**src/rtl/itch_pkg.sv**
```systemverilog
// Shared constants and state encodings for the ITCH frame reader.
package itch_pkg;

   localparam int ITCH_LEN_WIDTH = 16;
   localparam int ITCH_MAX_LEN   = 64;

   typedef logic [1:0] itch_state_t;

   localparam itch_state_t LEN_HI  = 2'd0;
   localparam itch_state_t LEN_LO  = 2'd1;
   localparam itch_state_t PAYLOAD = 2'd2;
   localparam itch_state_t DROP    = 2'd3;

endpackage

```
**src/rtl/byte_skid_buf.sv**
```systemverilog
// Two-entry FIFO-ordered valid/ready buffer; exposes its occupancy so the
// producer can throttle upstream reads before the buffer can overflow.
module byte_skid_buf #(
   parameter int WIDTH = 10
) (
   input  logic             clk,
   input  logic             rst,
   input  logic             in_valid,
   input  logic [WIDTH-1:0] in_data,
   output logic             out_valid,
   input  logic             out_ready,
   output logic [WIDTH-1:0] out_data,
   output logic [1:0]       count
);

   logic [WIDTH-1:0] mem [0:1];
   logic             head;
   logic             push;
   logic             pop;

   assign out_valid = (count != 2'd0);
   assign out_data  = mem[head];
   assign pop       = out_valid && out_ready;
   assign push      = in_valid && (count != 2'd2);

   // Storage, read pointer and occupancy; a write lands behind the current head.
   always_ff @(posedge clk) begin
      if (rst) begin
         for (int unsigned i = 0; i < 2; i++) begin
            mem[i] <= '0;
         end
         head  <= 1'b0;
         count <= 2'd0;
      end else begin
         if (push) begin
            mem[head ^ count[0]] <= in_data;
         end
         if (pop) begin
            head <= ~head;
         end
         count <= count + {1'b0, push} - {1'b0, pop};
      end
   end

endmodule

```
**src/rtl/itch_frame_reader.sv**
```systemverilog
// Pops bytes from the ITCH FIFO, strips the big-endian length prefix and
// presents each payload as a framed valid/ready byte stream.
module itch_frame_reader
   import itch_pkg::*;
#(
   parameter int DATA_WIDTH = 8,
   parameter int LEN_WIDTH  = ITCH_LEN_WIDTH,
   parameter int MAX_LEN    = ITCH_MAX_LEN
) (
   input  logic                  clk,
   input  logic                  rst,
   input  logic                  fifo_empty,
   output logic                  fifo_rd_en,
   input  logic [DATA_WIDTH-1:0] fifo_dout,
   output logic                  m_valid,
   input  logic                  m_ready,
   output logic [DATA_WIDTH-1:0] m_data,
   output logic                  m_sof,
   output logic                  m_eof,
   output logic [7:0]            msg_type,
   output logic [LEN_WIDTH-1:0]  msg_len,
   output logic                  err_len,
   output logic                  busy
);

   localparam logic [LEN_WIDTH-1:0] MAX_LEN_W = LEN_WIDTH'(MAX_LEN);
   localparam logic [LEN_WIDTH-1:0] ONE_W     = LEN_WIDTH'(1);

   itch_state_t                      state;
   logic                             rd_pending;
   logic [LEN_WIDTH-DATA_WIDTH-1:0]  len_hi;
   logic [LEN_WIDTH-1:0]             len_word;
   logic [LEN_WIDTH-1:0]             cnt;
   logic [LEN_WIDTH-1:0]             frame_len;
   logic                             first;
   logic                             last_byte;
   logic                             pay_byte;
   logic                             sof_push;
   logic                             pop;
   logic [1:0]                       occ;
   logic [1:0]                       ahead;
   logic [2:0]                       load;
   logic [7:0]                       pend_type;
   logic [LEN_WIDTH-1:0]             pend_len;
   logic                             pend_valid;

   assign len_word  = {len_hi, fifo_dout};
   assign last_byte = (cnt == ONE_W);
   assign pay_byte  = rd_pending && (state == PAYLOAD);
   assign sof_push  = pay_byte && first;
   assign pop       = m_valid && m_ready;
   assign ahead     = occ - {1'b0, pop};

   // A byte leaving this cycle frees its slot in time for a read issued now,
   // which keeps payload throughput at one byte per cycle.
   assign load       = {1'b0, occ} - {2'b00, pop} + {2'b00, rd_pending};
   assign fifo_rd_en = !rst && !fifo_empty && (load < 3'd2);
   assign busy       = (state != LEN_HI) || (occ != 2'd0) || rd_pending;

   byte_skid_buf #(
      .WIDTH(DATA_WIDTH + 2)
   ) u_buf (
      .clk      (clk),
      .rst      (rst),
      .in_valid (pay_byte),
      .in_data  ({fifo_dout, first, last_byte}),
      .out_valid(m_valid),
      .out_ready(m_ready),
      .out_data ({m_data, m_sof, m_eof}),
      .count    (occ)
   );

   // Header decode and payload/drop byte counting, advanced on each arriving byte.
   always_ff @(posedge clk) begin
      if (rst) begin
         state      <= LEN_HI;
         rd_pending <= 1'b0;
         len_hi     <= '0;
         cnt        <= '0;
         frame_len  <= '0;
         first      <= 1'b0;
         err_len    <= 1'b0;
      end else begin
         rd_pending <= fifo_rd_en;
         err_len    <= 1'b0;
         if (rd_pending) begin
            case (state)
               LEN_HI: begin
                  len_hi <= fifo_dout[LEN_WIDTH-DATA_WIDTH-1:0];
                  state  <= LEN_LO;
               end
               LEN_LO: begin
                  frame_len <= len_word;
                  cnt       <= len_word;
                  first     <= 1'b1;
                  if (len_word == '0) begin
                     err_len <= 1'b1;
                     state   <= LEN_HI;
                  end else if (len_word > MAX_LEN_W) begin
                     err_len <= 1'b1;
                     state   <= DROP;
                  end else begin
                     state <= PAYLOAD;
                  end
               end
               PAYLOAD: begin
                  cnt   <= cnt - ONE_W;
                  first <= 1'b0;
                  if (last_byte) state <= LEN_HI;
               end
               DROP: begin
                  cnt <= cnt - ONE_W;
                  if (last_byte) state <= LEN_HI;
               end
               default: state <= LEN_HI;
            endcase
         end
      end
   end

   // Message type/length follow the sof entry: if an older entry is still ahead
   // of it in the buffer, the new header waits in a pending slot until that
   // entry is accepted.
   always_ff @(posedge clk) begin
      if (rst) begin
         msg_type   <= '0;
         msg_len    <= '0;
         pend_type  <= '0;
         pend_len   <= '0;
         pend_valid <= 1'b0;
      end else begin
         if (pop && pend_valid) begin
            msg_type   <= pend_type;
            msg_len    <= pend_len;
            pend_valid <= 1'b0;
         end
         if (sof_push) begin
            if (ahead == 2'd0) begin
               msg_type <= fifo_dout[7:0];
               msg_len  <= frame_len;
            end else begin
               pend_type  <= fifo_dout[7:0];
               pend_len   <= frame_len;
               pend_valid <= 1'b1;
            end
         end
      end
   end

endmodule

```
**config.mk**
```make
export PLATFORM = sky130hd
export DESIGN_NAME = itch_frame_reader
export DESIGN_NICKNAME = d
export VERILOG_FILES = /design/src/rtl/itch_pkg.sv /design/src/rtl/byte_skid_buf.sv /design/src/rtl/itch_frame_reader.sv
export SDC_FILE = /design/constraint.sdc
export NUM_CORES = 1
export LEC_CHECK = 0
export BUFFER_PORTS_ARGS = -buffer_cell sky130_fd_sc_hd__buf_4
export CORE_MARGIN = 5
export CORE_UTILIZATION = 50
export DETAILED_ROUTE_END_ITERATION = 7
export PLACE_DENSITY_LB_ADDON = 0.05
export REMOVE_ABC_BUFFERS = 1
export SYNTH_ARGS = -nofsm -noshare
export SYNTH_HDL_FRONTEND = slang
export SYNTH_SLANG_ARGS = --single-unit
```
**constraint.sdc**
```tcl
create_clock -name clk -period 6.3 [get_ports clk]
set_clock_uncertainty 0.15 [all_clocks]
set_input_delay 1.575 -clock clk [delete_from_list [all_inputs] [get_ports clk]]
set_output_delay 1.575 -clock clk [all_outputs]
set_load 0.05 [all_outputs]
```
; After elaboration in Yosys (flattened, before gate mapping)
; Memories as Yosys holds them, arrays and structs flattened. A register that Yosys moved wholly into a read port is not among the register bits.
; Index checks and enable logic that the tools add are counted.
; W data, S select, Z words.
[classes]
addsub = 6
n_lt_le_gt_ge = 2
n_eq_ne = 6
n_mux = 27
bitwise = 5
n_reduce_logical = 27
[op_table]
columns = op, n
row1 = $mux W16, 3
row2 = $pmux W16 S2, 1
row3 = $mux W8, 3
row4 = $eq A16 B1 Y1 const B, 1
row5 = $gt A16 B7 Y1 const B, 1
row6 = $logic_not A16 Y1, 1
row7 = $sub A16 B1 Y16 const B, 1
row8 = $mux W1, 15
row9 = $reduce_and A2 Y1, 6
row10 = $mux W10, 1
row11 = $reduce_or A10 Y1, 1
row12 = $reduce_bool A2 Y1, 4
row13 = $logic_and A1 B1 Y1, 7
row14 = $pmux W2 S3, 1
row15 = $eq A2 B2 Y1 const B, 2
row16 = $logic_not A2 Y1, 2
row17 = $mux W2, 2
row18 = $not A1 Y1, 4
row19 = $sub A2 B1 Y2, 2
row20 = $add A3 B1 Y3, 1
row21 = $lt A3 B2 Y1 const B, 1
row22 = $reduce_or A3 Y1, 1
row23 = $sub A2 B1 Y3, 1
row24 = $add A2 B1 Y2, 1
row25 = other kinds (8), 10
[totals]
ff_bits = 97
ram_bits = 20
output_inout_bits = 38
word_cells = 88
memories = 1
[memory_table]
columns = name, words, width, read_ports, rd_ports_with_merged_regs, write_ports, line
row1 = u_buf.mem, 2, 10, 1, 1, 2, byte_skid_buf.sv:16  ; logic [WIDTH-1:0] mem [0:1];

; Logic depth before layout (Yosys ltp)
; Gate-level depths: netlist of the first run.
[logic_depth]
depth_word = 8
mapped_depth = 8

; Hierarchy
; From an unflattened synthesis of the first run, not the netlist that was laid out.
[hier_totals]
cells_unflattened = 600
area_unflattened_um2 = 5305.1
[modules_own_cells]
columns = mod, instances, cells_per_inst, area_each_um2, seq_area_each_um2
row1 = itch_frame_reader, 1, 505, 4111.4, 1881.8
row2 = byte_skid_buf, 1, 95, 1193.6, 680.7

; Least setup slack after synthesis of the first run
; No wires, ideal clock.
[synth_path]
path_kind = input port to output port
from = input m_ready
to = output fifo_rd_en
arrival_ns = 4.020
required_ns = 4.575
path_slack_ns = 0.555
stages = 6
n_path_buf = 0
cell_sequence = nand3b_2 > o21ai_2 > nand2_1 > fa_1 > xor2_1 > nor4b_1
[synth_between]
elab_chain_len = 5
[synth_rtl]
columns = item, line
row1 = start: declaration, itch_frame_reader.sv:16  ; input logic m_ready,
row2 = $logic_and A1 B1 Y1, itch_frame_reader.sv:51  ; assign pop = m_valid && m_ready;
row3 = $sub A2 B1 Y3, itch_frame_reader.sv:56  ; assign load = {1'b0, occ} - {2'b00, pop} + {2'b00, rd_pending};
row4 = $add A3 B1 Y3, itch_frame_reader.sv:56
row5 = $lt A3 B2 Y1, itch_frame_reader.sv:57  ; assign fifo_rd_en = !rst && !fifo_empty && (load < 3'd2);
row6 = $logic_and A1 B1 Y1, itch_frame_reader.sv:57
row7 = end: declaration, itch_frame_reader.sv:13  ; output logic fifo_rd_en,
; No other way between the ends.

; Worst setup path in the final report of the first run
; Ends and elaborated chain as after synthesis.

==> results of run 1 <==
[stage by stage]
stage / total power, uW / utilization (%) / instances
after floorplan: 865.8 / - / 546
after CTS: 1811 / 60.47 / 768
after detailed placement: 913.6 / 55.08 / 736
after global routing: 1864 / 60.47 / 768
final: 1796 / 60.47 / 768
after global placement: 912.1 / 55.08 / 736
[per-layer routing]
metal  share of wire, %  GRT usage [%]
met5                  0              0
met3                6.1          3.583
met2                 50          33.21
met1                 43          26.60
met4               0.74          8.574
[path summary, 6_finish.rpt]
path	to	cells after the start	slack (ps)	startpoint
hold / removal	pend_len[11]$_SDFFE_PP0P_	2	300	pend_len[11]$_SDFFE_PP0P_
setup / recovery	fifo_rd_en	8	1390	m_ready
hold reg to reg	pend_len[11]$_SDFFE_PP0P_	2	300	pend_len[11]$_SDFFE_PP0P_
setup reg to reg	u_buf.mem[0][1]$_SDFFCE_PN0P_	3	3520	rd_pending$_SDFF_PP0_
[area by class of cell]
type | count | area share, %
clock buffer | 17 | 6.635
multi-input combinational | 416 | 40.11
inverter | 12 | 0.7216
sequential | 118 | 41.05
clock inverter | 15 | 2.265
timing repair buffer | 54 | 6.494
tap | 136 | 2.726
[placed cells by master (no fill, tap or decap), types with 5 or more instances in the layout]
| cell | synthesis | layout |
|---|---|---|
| a211oi_1 | 25 | 25 |
| a21oi_1 | 58 | 58 |
| a22oi_1 | 6 | 6 |
| and2_1 | 18 | 18 |
| buf_4 | 9 | 54 |
| clkbuf_16 | 0 | 16 |
| dfxtp_1 | 98 | 98 |
| edfxtp_1 | 20 | 20 |
| ha_1 | 9 | 9 |
| inv_1 | 12 | 12 |
| mux2_2 | 10 | 10 |
| mux2i_1 | 28 | 28 |
| nand2_1 | 111 | 111 |
| nand2b_1 | 5 | 5 |
| nand3_1 | 14 | 14 |
| nor2_1 | 46 | 46 |
| nor3_1 | 9 | 9 |
| nor4_1 | 6 | 6 |
| o21ai_0 | 9 | 9 |
[sequential cells by signal, indices dropped and copies added (netlist names), named ones only]
signal / cells
u_buf.count: 2
err_len: 1
len_hi: 8
u_buf.mem: 20
rd_pending: 1
state: 2
cnt: 16
pend_valid: 1
frame_len: 16
pend_type: 8
msg_type: 8
msg_len: 16
u_buf.head: 1
pend_len: 16
first: 1
[cell families (layout without fill, tap and decap cells)]
kind of cell	count (synthesis)	count (layout)	synth area share, %
buffers and inverters	52	98	4.460
and+or+nand+nor	237	237	21.35
DFF	118	118	48.32
muxes	38	38	7.409
AOI/OAI and AO/OA	126	126	15.13
adders and majority gates	10	10	2.501
xor gates and xnor gates	5	5	0.8260
[worst reg2reg max path, stage by stage (launching register included)]
cell and delay, ps:
dfxtp_1 730, o211ai_1 380, nor3_1 800, or2_2 410
[power groups by stage]
stage	combinational (uW)	sequential, uW	clock, uW
final	108	790	898
after global routing	118	791	954
after CTS	108	790	913
after detailed placement	107	806	0
after global placement	107	805	0
after floorplan	63.4	802	0
==> flow_summary.ini, run 1 <==
[outcome]
outcome = finished clean

[sta]
relSlewSlack_pct = 25.92
slew_viol_final = 0
rsz0062_at_grt = false
fin_setup_tns_ps = 0
max_slew.worst_pin.slew_ps = 1109
fin_ws_ps = 1385
holdWs_ps = 302.6
hold_violations = 0
clock.fmax_ghz = 0.2035
finalSetupViolations = 0
min_period_over_period_pct = 78.01
fin_crit_ps = 4915

[final_layout]
nFillCells = 906
design_area_sq_mm = 0.006242
drive_gt1_share_pct = 17.72
multi_input_area_sq_mm = 0.002504
syn_to_final_growth_pct = 17.72
diodes = 0
register_area_sq_mm = 0.002562
num-nets-final = 641

[setup_path]
path_class = input pin to primary output
startpoint_type = input pin
crit_chain = buf_4, nand3b_2, o21ai_2, nand2_1, fa_1, xor2_1, nor4b_1, buf_4
arrival_ps = 3190
max_stage_delay_ps = 420
path_buf_inv = 2
path_max_fanout = 5
end_kind = primary output
cp_slowest_cell = fa_1
cp_top_family = simple AND/OR/NAND/NOR gates
cp_common_cell = buf_4
required_ps = 4580

[logic_synthesis]
ys_seq_area_share_pct = 48.32
synth_area_leaders = dfxtp_1 37%, edfxtp_1 11%, nand2_1 7.9%
yosys_warnings = 0
synthCells = 586
yosysTopAreaCell = dfxtp_1
synth_flop_cell = dfxtp_1
synth_common_cells = 111 x nand2_1, 98 x dfxtp_1, 58 x a21oi_1
yosys_register_bits = 118
yosysTopAreaCellShare_pct = 37.00
async_reset_ff_share_pct = 0
post-synth-top-count-cell = nand2_1
synthDistinctLibCells = 56
synth-edff-count = 20
synth_area_sq_mm = 0.005303
post_synth.cell_area_avg_sq_um = 9.049

[cts]
cts_root_buf = clkbuf_8
cts_hold_buf = 0
clkLatencyLatePin_ps = 510
cts.sinks = 118
numCtsBuffers = 17
cts_setup_buffers = 0
clk_path_buf_depth = 2
clk_pin_slew_ps = 60
cts.htree.levels = 4
cts_tree = built
ctsResizeCount = 0

[power]
switching_share_pct = 25.10
clockPowerShare_pct = 50.0
ir_worst_vdd_v = 0.0001537
power_density_mw_per_mm2 = 287.7
p_int_uw = 1345
p_comb_share_pct = 6.0
leakagePower_uw = 0.002519
power.share.sequential_pct = 44.0
switching_power_uw = 450.8

[global_routing]
grt_max_degree = 69
overflow = 0
grt_pass1_wl_mm = 21.07
grt_pass1_vias = 4227
track_usage_pct = 20.34
antenna_found_initial = 0

[routing]
ant_nets = 0
dr.pass1.iters = 4
post-route-drc-count = 0
drt-initial-drc-count = 308
wire_per_inst_um = 16.35
via_per_inst = 5.512
wirelength_mm = 12.56
vias = 4233

[min_path]
min_path_type = flip-flop to flip-flop

[placement]
dpl_cell_area_sq_mm = 0.005687
pre_cts_ws_ps = 1332
port_buffers = 49
hpwl_mm = 8.077
routabilityCongestion = 0.7990

[job]
max_cap_viol_count = 0

[floorplanning]
die_h_um = 113.0
rows = 37
ios = 50
die_area_sq_mm = 0.01276
coreArea_sq_mm = 0.01032
die_w_um = 113.0
start_util_pct = 51.36
(Power assumes the default switching activity.)
==> run 2, diff against run 1 <==
Clock period 6.3 ns to 4.3 ns, I/O delays scaled along.
==> run 2 against run 1 <==
Compared with the run above: count of clock-buffer cells in the layout is 6 higher; core utilization rose by 0.61 points; wire length rose by 1.6%; critical endpoint unchanged.
==> flow_summary.ini, run 2 (synthesis results as in run 1) <==
[setup_path]
rr_startpoint = rd_pending$_SDFF_PP0_
startpoint_type = input pin
required_ps = 3070
arrival_ps = 2670
end_kind = primary output
path_class = input pin to primary output
ff2ff_path_depth = 3
rrSetupSlack_ps = 1590
path_max_fanout = 5
r2r_end = u_buf.mem[0][8]$_SDFFCE_PN0P_

[routing]
vias = 4316
wire_per_inst_um = 16.58
post-route-drc-count = 0
dr.pass1.iters = 5
drt-initial-drc-count = 407
ant_nets = 0
wirelength_mm = 12.75
via_per_inst = 5.612

[floorplanning]
start_util_pct = 51.36
die_area_sq_mm = 0.01276
die_w_um = 113.0
rows = 37
die_h_um = 113.0
coreArea_sq_mm = 0.01032
ios = 50

[final_layout]
top_register = u_buf.mem
final_cell_mix = 111 x nand2_1, 98 x dfxtp_1, 58 x a21oi_1, 55 x buf_4, 46 x nor2_1
syn_to_final_growth_pct = 18.90
nFillCells = 886
final_util_pct = 61.07
largest_reg_flops = 20
diodes = 0
layout_commonest_cell = nand2_1
num-nets-final = 642
drive_gt1_share_pct = 17.54

[sta]
max_slew.worst_pin.slew_ps = 1151
rsz0062_at_grt = false
clock.fmax_ghz = 0.2569
slew_viol_final = 0
finalSetupViolations = 0
min_period_over_period_pct = 90.51
relSlewSlack_pct = 23.13
hold_violations = 0
fin_crit_ps = 3892
fin_ws_ps = 408.0

[global_routing]
track_usage_pct = 20.97
grt_max_degree = 104
antenna_found_initial = 1
overflow = 0
grt_pass1_vias = 4271
grt_pass1_wl_mm = 21.47

[power]
ir_worst_vdd_v = 0.0003050
power_density_mw_per_mm2 = 435.7
leakagePower_uw = 0.002545
fin_total_pwr_uw = 2747

[cts]
clk_pin_slew_ps = 50
clk_path_buf_depth = 2
clkLatencyLatePin_ps = 500
cts_root_buf = clkbuf_8
numCtsBuffers = 17
cts.sinks = 118
cts_hold_buf = 0
cts_setup_buffers = 0
ctsResizeCount = 0
cts.htree.levels = 4
cts_tree = built

[job]
max_cap_viol_count = 0

[min_path]
min_path_type = flip-flop to flip-flop
whs_endpoint = pend_len[0]$_SDFFE_PP0P_
whs_path_depth = 2
hp-start = pend_len[0]$_SDFFE_PP0P_

[placement]
pre_cts_ws_ps = 432.6
port_buffers = 49
hpwl_mm = 7.864
routabilityCongestion = 0.7924

[outcome]
outcome = finished clean
## run 2: power by group
| group | internal (uW) | total (uW) | switching [uW] | leakage (uW) |
|---|---|---|---|---|
| registers | 1140 | 1160 | 17.1 | 0.000997 |
| clock network | 928 | 1430 | 504 | 0.000295 |
| logic | 53.4 | 159 | 105 | 0.00125 |
## run 2: critical path: stages
cell      delay [ps]
buf_4            110
nand3b_2         100
o21ai_2          120
nand2_1          100
fa_1             410
xor2_1           170
nor4b_1          310
buf_4            270
## run 2: layout make-up
| cell class | instances | area [sq um] | share of cell area (%) |
|---|---|---|---|
| sequential | 118 | 2562 | 40.64 |
| timing repair buffer | 55 | 412.9 | 6.549 |
| multi-input combinational | 416 | 2504 | 39.71 |
| tap | 136 | 170.2 | 2.699 |
| clock inverter | 9 | 111.4 | 1.766 |
| clock buffer | 23 | 499.2 | 7.918 |
| inverter | 12 | 45.04 | 0.7144 |
## run 2: how the worst max path moves through the flow
stage	from	endpoint	slack, ps	cells past startpoint
final	m_ready	fifo_rd_en	410	8
after global routing	m_ready	fifo_rd_en	260	8
after CTS	m_ready	fifo_rd_en	410	8
after detailed placement	m_ready	fifo_rd_en	430	8
after global placement	m_ready	fifo_rd_en	370	8
after floorplan	m_ready	fifo_rd_en	-450	6
## run 2: layer usage
| metal | GRT usage, % | share of wire (%) |
|---|---|---|
| met3 | 5.241 | 5.9 |
| met2 | 33.73 | 48 |
| met5 | 0 | 0.16 |
| met4 | 8.093 | 2.2 |
| met1 | 27.23 | 44 |
## run 2: per-stage QoR
stage / hold WS (ps) / instance area (sq um) / TNS (ps) / std cells
global route: 317.5 / 6305 / 0 / 769
global placement: 290.8 / 5694 / 0 / 737
floorplan: 279.6 / 5111 / -451.9 / 546
CTS: 304.4 / 6305 / 0 / 769
finish: 301.5 / 6305 / 0 / 769
detailed placement: 296.0 / 5694 / 0 / 737
